### config.mk
export PLATFORM = sky130hd
export DESIGN_NAME = spi_master_modes
export DESIGN_NICKNAME = d
export VERILOG_FILES = /design/src/rtl/spi_pkg.sv /design/src/rtl/spi_sclk_gen.sv /design/src/rtl/spi_master_modes.sv
export SDC_FILE = /design/constraint.sdc
export NUM_CORES = 1
export LEC_CHECK = 0
export ABC_CLOCK_PERIOD_IN_PS = 3100
export BUFFER_PORTS_ARGS = -buffer_cell sky130_fd_sc_hd__buf_2
export CAP_MARGIN = 0
export CORE_MARGIN = 2
export CORE_UTILIZATION = 45
export CTS_BUF_LIST = sky130_fd_sc_hd__clkbuf_8 sky130_fd_sc_hd__clkbuf_16
export DETAILED_ROUTE_END_ITERATION = 6
export PLACE_DENSITY = 0.71
export SETUP_SLACK_MARGIN = 0.5
export SKIP_LAST_GASP = 1
export SYNTH_ARGS = -nofsm -noshare
export SYNTH_HDL_FRONTEND = slang
export SYNTH_HIERARCHICAL = 1
export SYNTH_SLANG_ARGS = --single-unit
### constraint.sdc
create_clock -name clk -period 3.1 [get_ports clk]
set_clock_uncertainty 0.1 [all_clocks]
set_input_delay 0.465 -clock clk [delete_from_list [all_inputs] [get_ports clk]]
set_output_delay 0.465 -clock clk [all_outputs]
set_load 0.02 [all_outputs]
### src/rtl/spi_pkg.sv
// Shared SPI master types and counter-width helpers.
// Latency: none (types and constant functions only).
// Backpressure: not applicable.
package spi_pkg;

  typedef enum logic [1:0] {IDLE, SETUP, XFER, HOLD} spi_state_t;

  typedef struct packed {
    logic cpol;
    logic cpha;
  } spi_mode_t;

  // One spare bit so terminal-count compares never wrap for legal parameters.
  function automatic int div_cnt_w(input int clk_div);
    return $clog2(clk_div) + 1;
  endfunction

  function automatic int bit_cnt_w(input int data_w);
    return $clog2(2 * data_w) + 1;
  endfunction

endpackage

### src/rtl/spi_sclk_gen.sv
// SCLK divider: half-period tick, sclk toggling, leading/trailing edge strobes.
// Latency: tick every CLK_DIV cycles while en; strobes coincide with the sclk flip.
// Backpressure: none; counter idles at zero whenever en is low.
module spi_sclk_gen
  import spi_pkg::*;
#(
  parameter int CLK_DIV = 2
) (
  input  logic clk,
  input  logic rst_n,
  input  logic en,
  input  logic load,
  input  logic load_lvl,
  input  logic idle_lvl,
  input  logic toggle_en,
  output logic tick,
  output logic sclk,
  output logic lead,
  output logic trail
);

  localparam int DIV_W = div_cnt_w(CLK_DIV);
  localparam logic [DIV_W-1:0] DIV_LAST = DIV_W'(CLK_DIV - 1);

  logic [DIV_W-1:0] div_cnt;

  assign tick  = en && (div_cnt == DIV_LAST);
  // An edge leaving the idle level is the leading edge of that clock period.
  assign lead  = tick && toggle_en && (sclk == idle_lvl);
  assign trail = tick && toggle_en && (sclk != idle_lvl);

  always_ff @(posedge clk or negedge rst_n) begin
    if (!rst_n) begin
      div_cnt <= '0;
      sclk    <= 1'b0;
    end else begin
      if (!en || tick) div_cnt <= '0;
      else             div_cnt <= div_cnt + DIV_W'(1);
      if (load)                   sclk <= load_lvl;
      else if (tick && toggle_en) sclk <= ~sclk;
    end
  end

endmodule

### src/rtl/spi_master_modes.sv
// Full-duplex SPI master, all four modes per transaction; SPI_LOOPBACK_EN adds a mosi->sample loopback port.
// Latency: ss_n low for (2*DATA_W+2)*CLK_DIV cycles; rx_valid pulses in the cycle IDLE is re-entered.
// Backpressure: tx_ready high only in IDLE; tx_valid is ignored while busy.
module spi_master_modes
  import spi_pkg::*;
#(
  parameter int DATA_W    = 8,
  parameter int CLK_DIV   = 2,
  parameter int MSB_FIRST = 1
) (
  input  logic              clk,
  input  logic              rst_n,
  input  logic              tx_valid,
  output logic              tx_ready,
  input  logic [DATA_W-1:0] tx_data,
  input  logic              cpol,
  input  logic              cpha,
  input  logic              miso,
`ifdef SPI_LOOPBACK_EN
  input  logic              loopback,
`endif
  output logic              sclk,
  output logic              mosi,
  output logic              ss_n,
  output logic              busy,
  output logic              rx_valid,
  output logic [DATA_W-1:0] rx_data
);

  localparam int BIT_W = bit_cnt_w(DATA_W);
  localparam logic [BIT_W-1:0] HALF_LAST = BIT_W'(2 * DATA_W - 1);

  spi_state_t        state;
  spi_mode_t         mode_q;
  logic [DATA_W-1:0] tx_sh, rx_sh, sh_src, sh_next, rx_next;
  logic [BIT_W-1:0]  half_cnt;
  logic              tick, lead, trail, accept, last_half;
  logic              drive_evt, sample_evt, sin, sh_bit;

  assign accept    = tx_valid && tx_ready;
  assign last_half = (half_cnt == HALF_LAST);

`ifdef SPI_LOOPBACK_EN
  assign sin = loopback ? mosi : miso;
`else
  assign sin = miso;
`endif

  // cpha=0 presents bit 0 at accept, so the trailing edge after the last sample must not shift.
  assign drive_evt  = mode_q.cpha ? lead : (trail && !last_half);
  assign sample_evt = mode_q.cpha ? trail : lead;

  always_comb begin
    sh_src = (state == IDLE) ? tx_data : tx_sh;
    if (MSB_FIRST != 0) begin
      sh_bit  = sh_src[DATA_W-1];
      sh_next = {sh_src[DATA_W-2:0], 1'b0};
      rx_next = {rx_sh[DATA_W-2:0], sin};
    end else begin
      sh_bit  = sh_src[0];
      sh_next = {1'b0, sh_src[DATA_W-1:1]};
      rx_next = {sin, rx_sh[DATA_W-1:1]};
    end
  end

  spi_sclk_gen #(.CLK_DIV(CLK_DIV)) u_sclk_gen (
    .clk       (clk),
    .rst_n     (rst_n),
    .en        (busy),
    .load      (accept),
    .load_lvl  (cpol),
    .idle_lvl  (mode_q.cpol),
    .toggle_en (state == XFER),
    .tick      (tick),
    .sclk      (sclk),
    .lead      (lead),
    .trail     (trail)
  );

  always_ff @(posedge clk or negedge rst_n) begin
    if (!rst_n) begin
      state    <= IDLE;
      mode_q   <= '0;
      tx_sh    <= '0;
      rx_sh    <= '0;
      half_cnt <= '0;
      mosi     <= 1'b0;
      ss_n     <= 1'b1;
      busy     <= 1'b0;
      tx_ready <= 1'b1;
      rx_valid <= 1'b0;
      rx_data  <= '0;
    end else begin
      rx_valid <= 1'b0;
      if (sample_evt) rx_sh <= rx_next;
      if (drive_evt) begin
        mosi  <= sh_bit;
        tx_sh <= sh_next;
      end
      case (state)
        IDLE: if (accept) begin
          mode_q.cpol <= cpol;
          mode_q.cpha <= cpha;
          half_cnt    <= '0;
          ss_n        <= 1'b0;
          busy        <= 1'b1;
          tx_ready    <= 1'b0;
          state       <= SETUP;
          if (!cpha) begin
            mosi  <= sh_bit;
            tx_sh <= sh_next;
          end else begin
            tx_sh <= tx_data;
          end
        end
        SETUP: if (tick) state <= XFER;
        XFER: if (tick) begin
          half_cnt <= half_cnt + BIT_W'(1);
          if (last_half) state <= HOLD;
        end
        HOLD: if (tick) begin
          state    <= IDLE;
          ss_n     <= 1'b1;
          busy     <= 1'b0;
          tx_ready <= 1'b1;
          rx_valid <= 1'b1;
          rx_data  <= rx_sh;
        end
        default: state <= IDLE;
      endcase
    end
  end

endmodule

==> results.json <==
{
  "status": "completed",
  "critical_path.cell_chain": "inv_1, ha_2, nand3_2, and2b_2, or3b_4, a221oi_2, o22ai_1",
  "ys_seq_area_share_pct": 45.8,
  "routed_metal_1_wirelength_um": 2030,
  "timing.critical_path.depth": 7,
  "worstPathArrival_ps": 2390,
  "synth.cell_area_mm2": 0.00219,
  "postRouteWirelength_um": 4130,
  "leading_cell_type_in_the_layout_fill_and_taps_excluded": "dfrtp_1",
  "report.final.setup_viol": 0,
  "ys_ff_latch": 40,
  "synth-edff-count": 0,
  "insertion_delay_ps": 290,
  "fmax_ghz": 0.425,
  "cellPowerDensity_mw_per_mm2": 899,
  "period_share_pct": 75.9,
  "yosys.cell_types.count": 48,
  "synthesis.nets": 203,
  "cts_inserted_buffers": 5,
  "grt_pass1_vias": 1418,
  "row_count": 25,
  "cp-start-kind": "register",
  "period_needed_ps": 2350,
  "initial_antenna_violation_count": 0,
  "grt_pass1_wl_um": 6830,
  "gr-total-overflow": 0,
  "cts.root.buffer_cell": "clkbuf_8",
  "slew_viol_final": 0,
  "vdd_ir_drop_max_uv": 492,
  "design.die.area_mm2": 0.00544,
  "vias": 1495,
  "met2RoutedLength_um": 1850,
  "cts_tree": "done",
  "gp_routability_congestion": 0.798,
  "dp_hpwl_um": 2790,
  "postRouteAntennaNets": 0,
  "antenna_cells_inserted": 0,
  "initial_core_util_pct": 46.7,
  "most-common-layout-cells": "dfrtp_1 (39), buf_2 (27), mux2_2 (20)",
  "design.core.area_mm2": 0.00469,
  "critical_path.max_fanout": 13,
  "timing_hold_violations_final": 0,
  "max_cap_viol_count": 0,
  "ys_dominant_reg_cell": "dfrtp_1",
  "ratio_of_cells_with_drive_above_1_in_the_final_layout_pct": 37.4,
  "post-route-util_pct": 52.2,
  "fp.dieW_um": 73.8,
  "clk_transition_reported_paths_ps": 90,
  "wl_met3_um": 229,
  "cp_top_family": "simple AND/OR/NAND/NOR gates",
  "grt_start_max_net_pins": 41,
  "yosys_warnings": 6,
  "worst_hold_path_type": "primary input to asynchronous set/reset pin",
  "fillerInstances": 428,
  "area_growth_pct": 11.8,
  "worstSetupEndpointType": "register",
  "asyncSetResetFlopFracSynth_pct": 100,
  "design.final.nets": 226,
  "fin_cells": 260,
  "ctsLongestPathBuffers": 2,
  "numPortBuffers": 27,
  "synth_area_per_cell_um2": 12.0,
  "setup.worst_path.class": "register to register",
  "violation_count_after_the_first_detailed_route_iteration": 108,
  "timing.setup.tns_ps": 0,
  "worstMarginPinSlew_ps": 902,
  "slew_headroom_pct": 39.9,
  "die_y_um": 73.8,
  "vias_per_cell": 5.75,
  "cp_slowest_stage_delay_ps": 470,
  "rsz0062_at_grt": "false",
  "postCtsHoldBufs": 0,
  "grtUsageTotal_pct": 16.3,
  "mapped_cells": 182,
  "cp_num_buf_inv": 1,
  "cts.repair.resized": 1,
  "avgRoutedWirePerCell_um": 15.9,
  "synth_top_area_share_pct": 44.6,
  "maxUsedRoutingLayer": "met4",
  "placed_cells": 252,
  "maximum_level_of_the_cts_h_tree": 2,
  "ys_top_cells_by_area": "dfrtp_1 (45%), mux2_2 (10%), a221oi_2 (4.8%)",
  "critPathRequiredTime_ps": 3140,
  "synth_area_leader_cell": "dfrtp_1",
  "r2r.worst_path.cells": 7,
  "postCtsSetupBuffers": 0,
  "numClockSinks": 40,
  "drt_drc_violations_left": 0,
  "cellLeakagePower_nw": 1.13,
  "crit_slowest_cell": "or3b_4",
  "first_pass_iters": 4,
  "ios": 28
}
cell type report:
cell class	count	area, µm²	share of cell area (%)
clock buffers	5	68.8	2.81
clock inverters	3	47.5	1.94
inverters	9	33.8	1.38
multi-input cells	121	1080	44.3
flip-flops and latches	40	1000	41.0
well taps	54	67.6	2.76
repair buffers	28	143	5.83
cells by family after synthesis:
family,after synthesis,synth area share [%]
muxes,29,15.0
buffers and inverters,21,4.91
adders and majority gates,7,4.00
AOI/OAI and AO/OA,45,18.5
xor gates and xnor gates,2,0.800
and+or+nand+nor,38,11.0
DFF,40,45.8
synth_stat cells, drive strengths merged, types with 3 or more instances:
library cell,instances
o21ai,8
o22ai,8
clkbuf,3
nor2b,9
o31ai,7
dfrtp,39
nand2,6
buf,9
mux2i,9
mux2,20
a22o,3
and2,3
ha,7
inv,9
a221oi,7
nor2,3
nand3,3
nand4,4
per-stage QoR:
stage | hold slack [ps] | instance area, µm² | worst slack [ps] | power (mW)
final | 185 | 2450 | 748 | 2.20
after global routing | 282 | 2450 | 599 | 2.35
after CTS | 229 | 2440 | 610 | 2.22
after detailed placement | 351 | 2330 | 451 | 1.77
after global placement | 325 | 2330 | 557 | 1.75
after floorplan | 69.4 | 2190 | 1000 | 1.59
worst reg2reg max path, stage by stage, from the launching register on:
cell and delay, ps:
dfrtp_1 420, inv_1 90, ha_2 340, nand3_2 150, and2b_2 270, or3b_4 470
a221oi_2 250, o22ai_1 120
flip-flops by register name (all words and copies together) (netlist names):
register,count
rx_valid,1
u_sclk_gen/div_cnt,2
ss_n,1
tx_sh,8
state,2
u_sclk_gen/sclk,1
rx_sh,8
busy,1
half_cnt,5
rx_data,8
mode_q,2
mosi,1
power breakdown:
part	internal (mW)	switching [mW]
registers	0.716	0.144
clock network	0.243	0.193
logic	0.416	0.488
metal layers:
metal / vias to the layer above / track usage, %
li1: 724 / -
met1: 723 / 23.0
met2: 44 / 25.0
met3: 4 / 4.53
met4: 0 / 4.24
met5: - / 0
final timing paths:
path	slack, ps	from	endpoint
min	180	rst_n	half_cnt[2]
max reg2reg	750	state[0]	tx_sh[1]
min reg2reg	360	u_sclk_gen/div_cnt[0]	u_sclk_gen/div_cnt[0]
max in group asynchronous	2140	rst_n	tx_sh[5]
min in group clk	300	miso	rx_sh[0]
max	750	state[0]	tx_sh[1]
Power figures use the tool's default switching activity.
